## src/rtl/exe_wr_handoff_if.sv

```systemverilog
// Execute-to-write handoff bus: execute-side bundle and backpressure,
// write-side head entry and handshake, plus hazard/occupancy status.
interface exe_wr_handoff_if #(
  parameter int MUTEX_W = 11
);
  logic               exe_reset;
  logic               exe_ready;
  logic               exe_waiting;
  logic [31:0]        exe_result;
  logic [31:0]        exe_result2;
  logic [31:0]        exe_result_push;
  logic [4:0]         exe_result_signals;
  logic [31:0]        exe_eip;
  logic [6:0]         exe_cmd;
  logic [3:0]         exe_cmdex;
  logic               exe_is_8bit;
  logic               exe_operand_32bit;
  logic [3:0]         exe_consumed;
  logic [MUTEX_W-1:0] exe_mutex_current;
  logic               exe_busy;

  logic               wr_busy;
  logic               wr_valid;
  logic [31:0]        wr_result;
  logic [31:0]        wr_result2;
  logic [31:0]        wr_result_push;
  logic [4:0]         wr_result_signals;
  logic [31:0]        wr_eip;
  logic [6:0]         wr_cmd;
  logic [3:0]         wr_cmdex;
  logic               wr_is_8bit;
  logic               wr_operand_32bit;
  logic [3:0]         wr_consumed;
  logic [MUTEX_W-1:0] wr_mutex;

  logic [MUTEX_W-1:0] mutex_pending;
  logic [1:0]         occupancy;

  // Environment side: drives the execute bundle and write backpressure.
  modport master (
    output exe_reset, exe_ready, exe_waiting, exe_result, exe_result2,
           exe_result_push, exe_result_signals, exe_eip, exe_cmd, exe_cmdex,
           exe_is_8bit, exe_operand_32bit, exe_consumed, exe_mutex_current,
           wr_busy,
    input  exe_busy, wr_valid, wr_result, wr_result2, wr_result_push,
           wr_result_signals, wr_eip, wr_cmd, wr_cmdex, wr_is_8bit,
           wr_operand_32bit, wr_consumed, wr_mutex, mutex_pending, occupancy
  );

  // Handoff buffer side.
  modport slave (
    input  exe_reset, exe_ready, exe_waiting, exe_result, exe_result2,
           exe_result_push, exe_result_signals, exe_eip, exe_cmd, exe_cmdex,
           exe_is_8bit, exe_operand_32bit, exe_consumed, exe_mutex_current,
           wr_busy,
    output exe_busy, wr_valid, wr_result, wr_result2, wr_result_push,
           wr_result_signals, wr_eip, wr_cmd, wr_cmdex, wr_is_8bit,
           wr_operand_32bit, wr_consumed, wr_mutex, mutex_pending, occupancy
  );
endinterface

```

## src/rtl/exe_wr_handoff.sv

```systemverilog
// Execute -> write handoff buffer: main entry plus optional skid entry so
// execute can retire one more bundle while write is stalled.
module exe_wr_handoff #(
  parameter int MUTEX_W = 11,
  parameter int SKID_EN = 1
) (
  input  logic             clk,
  input  logic             rst_n,
  exe_wr_handoff_if.slave  bus
);

  typedef struct packed {
    logic [31:0]        result;
    logic [31:0]        result2;
    logic [31:0]        result_push;
    logic [4:0]         result_signals;
    logic [31:0]        eip;
    logic [6:0]         cmd;
    logic [3:0]         cmdex;
    logic               is_8bit;
    logic               operand_32bit;
    logic [3:0]         consumed;
    logic [MUTEX_W-1:0] mutex;
  } bundle_t;

  // Encoding equals the number of valid entries, so occupancy is the state.
  typedef enum logic [1:0] {
    EMPTY = 2'd0,
    ONE   = 2'd1,
    TWO   = 2'd2
  } state_t;

  state_t  state_reg, state_next;
  bundle_t main_reg, main_next;
  bundle_t skid_reg, skid_next;
  bundle_t in_bundle;
  logic    exe_busy_reg, exe_busy_next;
  logic    accept, pop;
  logic    main_valid, skid_valid;

  assign in_bundle.result         = bus.exe_result;
  assign in_bundle.result2        = bus.exe_result2;
  assign in_bundle.result_push    = bus.exe_result_push;
  assign in_bundle.result_signals = bus.exe_result_signals;
  assign in_bundle.eip            = bus.exe_eip;
  assign in_bundle.cmd            = bus.exe_cmd;
  assign in_bundle.cmdex          = bus.exe_cmdex;
  assign in_bundle.is_8bit        = bus.exe_is_8bit;
  assign in_bundle.operand_32bit  = bus.exe_operand_32bit;
  assign in_bundle.consumed       = bus.exe_consumed;
  assign in_bundle.mutex          = bus.exe_mutex_current;

  assign main_valid = (state_reg != EMPTY);
  assign skid_valid = (state_reg == TWO);
  assign accept     = bus.exe_ready & ~bus.exe_waiting & ~exe_busy_reg;
  assign pop        = main_valid & ~bus.wr_busy;

  // State and entry registers; data is only zeroed by rst_n, a flush
  // merely invalidates entries.
  always_ff @(posedge clk) begin
    if (!rst_n) begin
      state_reg    <= EMPTY;
      main_reg     <= '0;
      skid_reg     <= '0;
      exe_busy_reg <= 1'b0;
    end else begin
      state_reg    <= state_next;
      main_reg     <= main_next;
      skid_reg     <= skid_next;
      exe_busy_reg <= exe_busy_next;
    end
  end

  // Next-state and entry movement; flush overrides both accept and pop.
  always_comb begin
    state_next = state_reg;
    main_next  = main_reg;
    skid_next  = skid_reg;
    if (bus.exe_reset) begin
      state_next = EMPTY;
    end else begin
      case (state_reg)
        EMPTY: begin
          if (accept) begin
            main_next  = in_bundle;
            state_next = ONE;
          end
        end
        ONE: begin
          if (pop && accept) begin
            main_next = in_bundle;
          end else if (pop) begin
            state_next = EMPTY;
          end else if (accept && (SKID_EN != 0)) begin
            skid_next  = in_bundle;
            state_next = TWO;
          end
        end
        TWO: begin
          // exe_busy is high here, so only a pop can move the state.
          if (pop) begin
            main_next  = skid_reg;
            state_next = ONE;
          end
        end
        default: state_next = EMPTY;
      endcase
    end
    // Backpressure is asserted once no further bundle could be stored.
    exe_busy_next = (SKID_EN != 0) ? (state_next == TWO) : (state_next == ONE);
  end

  assign bus.exe_busy          = exe_busy_reg;
  assign bus.wr_valid          = main_valid;
  assign bus.wr_result         = main_reg.result;
  assign bus.wr_result2        = main_reg.result2;
  assign bus.wr_result_push    = main_reg.result_push;
  assign bus.wr_result_signals = main_reg.result_signals;
  assign bus.wr_eip            = main_reg.eip;
  assign bus.wr_cmd            = main_reg.cmd;
  assign bus.wr_cmdex          = main_reg.cmdex;
  assign bus.wr_is_8bit        = main_reg.is_8bit;
  assign bus.wr_operand_32bit  = main_reg.operand_32bit;
  assign bus.wr_consumed       = main_reg.consumed;
  assign bus.wr_mutex          = main_reg.mutex;
  assign bus.occupancy         = state_reg;

  // Hazard union: each bit is set if any valid entry holds it.
  for (genvar gi = 0; gi < MUTEX_W; gi++) begin : g_mutex
    assign bus.mutex_pending[gi] = (main_valid & main_reg.mutex[gi]) |
                                   (skid_valid & skid_reg.mutex[gi]);
  end

endmodule

```

## src/flat_wrapper.sv

```systemverilog
// flat-port wrapper written by rule: the top's interface ports become plain ports
module exe_wr_handoff_flat 
#(
  parameter int MUTEX_W = 11,
  parameter int SKID_EN = 1
)
  (clk, rst_n, bus_exe_reset, bus_exe_ready, bus_exe_waiting, bus_exe_result, bus_exe_result2, bus_exe_result_push, bus_exe_result_signals, bus_exe_eip, bus_exe_cmd, bus_exe_cmdex, bus_exe_is_8bit, bus_exe_operand_32bit, bus_exe_consumed, bus_exe_mutex_current, bus_wr_busy, bus_exe_busy, bus_wr_valid, bus_wr_result, bus_wr_result2, bus_wr_result_push, bus_wr_result_signals, bus_wr_eip, bus_wr_cmd, bus_wr_cmdex, bus_wr_is_8bit, bus_wr_operand_32bit, bus_wr_consumed, bus_wr_mutex, bus_mutex_pending, bus_occupancy);
  exe_wr_handoff_if #(.MUTEX_W(MUTEX_W)) bus_i ();
  input  logic clk;
  input  logic rst_n;
  input wire logic [$bits(bus_i.exe_reset)-1:0] bus_exe_reset;
  input wire logic [$bits(bus_i.exe_ready)-1:0] bus_exe_ready;
  input wire logic [$bits(bus_i.exe_waiting)-1:0] bus_exe_waiting;
  input wire logic [$bits(bus_i.exe_result)-1:0] bus_exe_result;
  input wire logic [$bits(bus_i.exe_result2)-1:0] bus_exe_result2;
  input wire logic [$bits(bus_i.exe_result_push)-1:0] bus_exe_result_push;
  input wire logic [$bits(bus_i.exe_result_signals)-1:0] bus_exe_result_signals;
  input wire logic [$bits(bus_i.exe_eip)-1:0] bus_exe_eip;
  input wire logic [$bits(bus_i.exe_cmd)-1:0] bus_exe_cmd;
  input wire logic [$bits(bus_i.exe_cmdex)-1:0] bus_exe_cmdex;
  input wire logic [$bits(bus_i.exe_is_8bit)-1:0] bus_exe_is_8bit;
  input wire logic [$bits(bus_i.exe_operand_32bit)-1:0] bus_exe_operand_32bit;
  input wire logic [$bits(bus_i.exe_consumed)-1:0] bus_exe_consumed;
  input wire logic [$bits(bus_i.exe_mutex_current)-1:0] bus_exe_mutex_current;
  input wire logic [$bits(bus_i.wr_busy)-1:0] bus_wr_busy;
  output wire logic [$bits(bus_i.exe_busy)-1:0] bus_exe_busy;
  output wire logic [$bits(bus_i.wr_valid)-1:0] bus_wr_valid;
  output wire logic [$bits(bus_i.wr_result)-1:0] bus_wr_result;
  output wire logic [$bits(bus_i.wr_result2)-1:0] bus_wr_result2;
  output wire logic [$bits(bus_i.wr_result_push)-1:0] bus_wr_result_push;
  output wire logic [$bits(bus_i.wr_result_signals)-1:0] bus_wr_result_signals;
  output wire logic [$bits(bus_i.wr_eip)-1:0] bus_wr_eip;
  output wire logic [$bits(bus_i.wr_cmd)-1:0] bus_wr_cmd;
  output wire logic [$bits(bus_i.wr_cmdex)-1:0] bus_wr_cmdex;
  output wire logic [$bits(bus_i.wr_is_8bit)-1:0] bus_wr_is_8bit;
  output wire logic [$bits(bus_i.wr_operand_32bit)-1:0] bus_wr_operand_32bit;
  output wire logic [$bits(bus_i.wr_consumed)-1:0] bus_wr_consumed;
  output wire logic [$bits(bus_i.wr_mutex)-1:0] bus_wr_mutex;
  output wire logic [$bits(bus_i.mutex_pending)-1:0] bus_mutex_pending;
  output wire logic [$bits(bus_i.occupancy)-1:0] bus_occupancy;
  assign bus_i.exe_reset = bus_exe_reset;
  assign bus_i.exe_ready = bus_exe_ready;
  assign bus_i.exe_waiting = bus_exe_waiting;
  assign bus_i.exe_result = bus_exe_result;
  assign bus_i.exe_result2 = bus_exe_result2;
  assign bus_i.exe_result_push = bus_exe_result_push;
  assign bus_i.exe_result_signals = bus_exe_result_signals;
  assign bus_i.exe_eip = bus_exe_eip;
  assign bus_i.exe_cmd = bus_exe_cmd;
  assign bus_i.exe_cmdex = bus_exe_cmdex;
  assign bus_i.exe_is_8bit = bus_exe_is_8bit;
  assign bus_i.exe_operand_32bit = bus_exe_operand_32bit;
  assign bus_i.exe_consumed = bus_exe_consumed;
  assign bus_i.exe_mutex_current = bus_exe_mutex_current;
  assign bus_i.wr_busy = bus_wr_busy;
  assign bus_exe_busy = bus_i.exe_busy;
  assign bus_wr_valid = bus_i.wr_valid;
  assign bus_wr_result = bus_i.wr_result;
  assign bus_wr_result2 = bus_i.wr_result2;
  assign bus_wr_result_push = bus_i.wr_result_push;
  assign bus_wr_result_signals = bus_i.wr_result_signals;
  assign bus_wr_eip = bus_i.wr_eip;
  assign bus_wr_cmd = bus_i.wr_cmd;
  assign bus_wr_cmdex = bus_i.wr_cmdex;
  assign bus_wr_is_8bit = bus_i.wr_is_8bit;
  assign bus_wr_operand_32bit = bus_i.wr_operand_32bit;
  assign bus_wr_consumed = bus_i.wr_consumed;
  assign bus_wr_mutex = bus_i.wr_mutex;
  assign bus_mutex_pending = bus_i.mutex_pending;
  assign bus_occupancy = bus_i.occupancy;
  exe_wr_handoff #(.MUTEX_W(MUTEX_W), .SKID_EN(SKID_EN)) u_core (.clk(clk), .rst_n(rst_n), .bus(bus_i));
endmodule
```

## config.mk

```make
export PLATFORM = sky130hd
export DESIGN_NAME = exe_wr_handoff_flat
export DESIGN_NICKNAME = d
export VERILOG_FILES = /design/src/rtl/exe_wr_handoff_if.sv /design/src/rtl/exe_wr_handoff.sv /design/src/flat_wrapper.sv
export SDC_FILE = /design/constraint.sdc
export NUM_CORES = 1
export LEC_CHECK = 0
export BUFFER_PORTS_ARGS = -buffer_cell sky130_fd_sc_hd__buf_2
export CELL_PAD_IN_SITES_DETAIL_PLACEMENT = 0
export CELL_PAD_IN_SITES_GLOBAL_PLACEMENT = 1
export CORE_MARGIN = 1.5
export CORE_UTILIZATION = 41
export CTS_CLUSTER_DIAMETER = 100
export DETAILED_ROUTE_END_ITERATION = 12
export PLACE_DENSITY = 0.86
export SYNTH_ARGS = -nofsm -noshare
export SYNTH_HDL_FRONTEND = slang
export SYNTH_SLANG_ARGS = --single-unit
```

## constraint.sdc

```tcl
create_clock -name clk -period 2.7 [get_ports clk]
set_input_delay 0.675 -clock clk [delete_from_list [all_inputs] [get_ports clk]]
set_output_delay 0.675 -clock clk [all_outputs]
set_load 0.01 [all_outputs]
```

## Word-level counts from Yosys, hierarchy flattened

Index checks and enable logic that the tools add are counted.

- Logic and storage cells: 89
- Flip-flop bits (word level): 325
- Output and inout bits: 176
- Input port bits: 167

- Mux-type cells: 11
- Reductions and logical operators: 6
- Eq/ne operators: 6
- Bitwise gates (word level): 42

Operators by type and width:

| kind | number |
|---|---|
| $mux 161 | 3 |
| $pmux 161 s3 | 1 |
| $and 1x1->1 | 25 |
| $mux 2 | 6 |
| $or 1x1->1 | 11 |
| $reduce_and 5->1 | 2 |
| $ne 2x1->1 const B | 3 |
| $not 1->1 | 6 |
| $pmux 2 s3 | 1 |
| $eq 2x2->1 const B | 2 |
| $reduce_bool 3->1 | 1 |
| $eq 2x1->1 const B | 1 |
| $logic_not 2->1 | 1 |
| $reduce_bool 2->1 | 1 |
| $logic_and 1x1->1 | 1 |

## Depth between registers and ports, before layout

- Depth after elaboration: 9
- Gate-level depth with buffers: 6
- Gate-level depth less buffers: 3

## Least setup slack after synthesis

Ideal clock, no wire load.

- Path kind: input port to flip-flop
- Start: input port bus_exe_waiting
- End: register u_core.main_reg, in the netlist u_core.bus.wr_result2[10]
- Cell stages on the path: 6
- Buffers on the path: 3
- Arrival time: 1.976 ns
- Library setup time: 0.123 ns
- Required time: 2.577 ns
- Setup slack: 0.602 ns
- Path through: or3b_1 > a211o_1 > buf_2 > buf_6 > buf_4 > mux2i_1

- Longest elaborated chain between the ends: 6
- Elaborated cells between the ends (all ways): 7
- Those cells by class: eq/ne (2); bitwise (3); reduce/logical (2)

Ends and longest elaborated chain:

| what | line | source |
|---|---|---|
| start, declared | flat_wrapper.sv:13 | `input wire logic [$bits(bus_i.exe_waiting)-1:0] bus_exe_waiting;` |
| $not 1->1 * | exe_wr_handoff.sv:55 | `assign accept = bus.exe_ready & ~bus.exe_waiting & ~exe_busy_reg;` |
| $and 1x1->1 * (2 in series) | exe_wr_handoff.sv:55 |  |
| $logic_and 1x1->1 | exe_wr_handoff.sv:90 | `if (pop && accept) begin` |
| $ne 2x1->1 (no line) | - |  |
| $reduce_and 5->1 (no line) * | - |  |
| end signal, assigned | exe_wr_handoff.sv:68 | `main_reg <= main_next;` |
| end, declared | exe_wr_handoff.sv:34 | `bundle_t main_reg, main_next;` |

Every way passes the cells marked *; elsewhere a longest branch is shown, timed or not.
A chain may end at the register's enable or synchronous reset.

## Worst setup path in the final report

- Start: register u_core.state_reg[1], in the netlist u_core.bus.occupancy[1]
- End: output port bus_occupancy[1]

RTL lines:

| what | line | source |
|---|---|---|
| start, declared | exe_wr_handoff.sv:33 | `state_t state_reg, state_next;` |
| start signal, assigned | exe_wr_handoff.sv:67 | `state_reg <= state_next;` |
| end, declared | flat_wrapper.sv:40 | `output wire logic [$bits(bus_i.occupancy)-1:0] bus_occupancy;` |

No word-level cell between the ends.

==> impl_metrics.toml <==
[route]
detail-route-antenna-nets = 0
wl_per_cell_um = 16.7
drt_wl_total_um = 40400
total_via_count_in_the_routed_design = 12600
iteration_count_of_the_initial_detailed_routing_pass = 5
post-route-drc-count = 0
drtIter0Drc = 546
post_drt_via_cell_ratio = 5.20

[logic_synthesis]
syn-num-nets = 1826
post_synth_inst_count = 1659
synthesis.area_um2 = 15100
netlist-cell-type-count = 24
synth.yosys.warnings = 0
synth-seq-area-share = 0.430
postSynthRegisterBits = 325
synthesis.area_per_instance_um2 = 9.12

[job]
maxCapViolCount = 0

[global_route]
grt.overflow.total = 0
maximum_number_of_pins_on_one_net_before_global_route_repair = 89
number_of_global_route_vias_before_repair = 12100
first_pass_grt_wire_length_um = 64300
globalRouteTotalUtil = 0.207
number_of_antenna_violations_at_the_first_check_in_global_routing = 11

[floorplanning]
chipHeight_um = 195
num_rows = 70
total_die_area_um2 = 38100
die-width_um = 195
floorplan.initialDensity = 0.415
design.core.area_um2 = 36400
pin_count = 343

[power_and_ir_drop]
powerDensity_nw_per_um2 = 589
switching_share = 0.237
power.share.sequential = 0.453
p_switching_uw = 2590
internal_power_uw = 8330
design_power_total_uw = 10900
comb_power_share = 0.082
total_leakage_power_uw = 0.00803
clockPowerShare = 0.465
worst_ir_drop_on_vdd_uv = 392

[clocking]
cts-hold-fix-buffers = 0
cts-resized-gates = 0
clockRootBuffer = "sky130_fd_sc_hd__clkbuf_16"
path_clk_slew_ns = 0.05
clock_path_buffers = 3
cts_tree = "yes"
cts_buffers = 38
clkSinkCount = 325
htree_levels = 2
postCtsSetupBuffers = 0
clock_latency_ns = 0.52

[timing]
slew-limit-headroom = 0.630
timing.final.ws_setup_ns = 0.136
grt_setup_unrepaired = "false"
worst_clock_skew_ns = 0.00712
max_freq_ghz = 0.390
fin_setup_tns_ns = 0
timing.final.crit_share = 0.950
setup-violations-final = 0
fin_crit_ns = 2.56
slew_viol_final = 0
finalHoldViolCount = 0
measured_slew_at_the_worst_slew_check_pin_ns = 0.555

[critical_path]
critical_path.endpoint_type = "primary output"
cp.arrival_ns = 1.89
crit_fanout = 51
startpoint_type = "flop"
worst-endpoint-required_ns = 2.03
timing_worst_setup_path_type = "reg2out"

[status]
outcome = "finished, final reports clean"

[finish]
drive_gt1_frac = 0.289
layout.cells.most_common = "sky130_fd_sc_hd__nand2_1"
layout.cells.most_common_list = "sky130_fd_sc_hd__nand2_1 (483), sky130_fd_sc_hd__buf_2 (341), sky130_fd_sc_hd__dfxtp_1 (323)"
final_nets = 2090
flip_flop_count_of_the_largest_register_after_layout = 161
nFillCells = 3379
layout-area-overhead-vs-synth_pct = 22.4

[hold_path]
worst_hold_path_type = "in2reg"

[placement]
routabilityCongestion = 0.773
dp_slack_ns = 0.181
dpl.hpwl_um = 26500
port_buffer_count = 342
worst max-delay path: stages (launching register included):
cell	delay (ns)
sky130_fd_sc_hd__dfxtp_4	0.60
sky130_fd_sc_hd__buf_4	0.49
sky130_fd_sc_hd__buf_2	0.22
layout make-up:
cell class	count	area (um2)	area share
inverter	6	22.5	0.00122
sequential	325	6510	0.352
multi-input combinational	1164	7880	0.426
antenna	5	12.5	0.000675
clock inverter	5	52.6	0.00284
clock buffer	62	1170	0.0634
timing repair buffer	388	2280	0.123
tap	468	586	0.0316
per-layer routing:
metal / GRT usage / up-vias / part of all wire
met2: 0.330 / 335 / 0.45
met3: 0.0606 / 55 / 0.074
met1: 0.275 / 5926 / 0.46
li1: - / 6266 / -
met4: 0.0468 / 12 / 0.015
met5: 0 / - / 0.0018
worst paths after layout:
kind                                               from                       to  slack, ns  cells past startpoint
worst min-delay path                      bus_exe_reset  u_core.bus.occupancy[0]       0.40                      2
worst max-delay path            u_core.bus.occupancy[1]         bus_occupancy[1]       0.14                      2
worst max register to register      u_core.bus.exe_busy     u_core.skid_reg[144]       0.67                      5
worst min register to register     u_core.skid_reg[152]     u_core.skid_reg[152]       0.45                      2
synth_stat cells (all sizes together):
cell type	instances	area [um2]
buf	50	318
o2111a	2	22.5
clkbuf	114	428
maj3	1	10.0
nor2	14	52.6
or3b	162	1420
nand4	1	6.26
nor4	1	6.26
a32oi	1	8.76
nor2b	1	6.26
nand2	483	1810
a21oi	11	55.1
or3	1	6.26
inv	6	22.5
mux2i	322	3220
a211o	1	8.76
o211ai	161	1210
a311oi	1	8.76
dfxtp	325	6510
nand2b	1	6.26
power groups by stage:
stage | registers [uW] | clock network, uW | logic [uW]
after floorplan | 5090 | 0 | 470
after global placement | 5050 | 0 | 884
after detailed placement | 5050 | 0 | 898
after CTS | 4950 | 5200 | 901
after global routing | 4960 | 5410 | 980
final | 4950 | 5080 | 891
stage by stage:
step	cells	hold WS [ns]	area, um2	util
global route	2421	0.384	18500	0.508
floorplan	1659	0.430	15100	-
CTS	2418	0.370	18500	0.508
global placement	2351	0.437	17300	0.474
detailed placement	2351	0.443	17300	0.474
finish	2423	0.396	18500	0.508
kinds of logic after synthesis:
logic type                 count (synthesis)  share of synthesized area
adders and majority gates                  1                   0.000661
DFF                                      325                      0.430
muxes                                    322                      0.213
and+or+nand+nor                          664                      0.219
AOI/OAI and AO/OA                        177                     0.0867
buffers and inverters                    170                     0.0508
(Power assumes the default switching activity.)
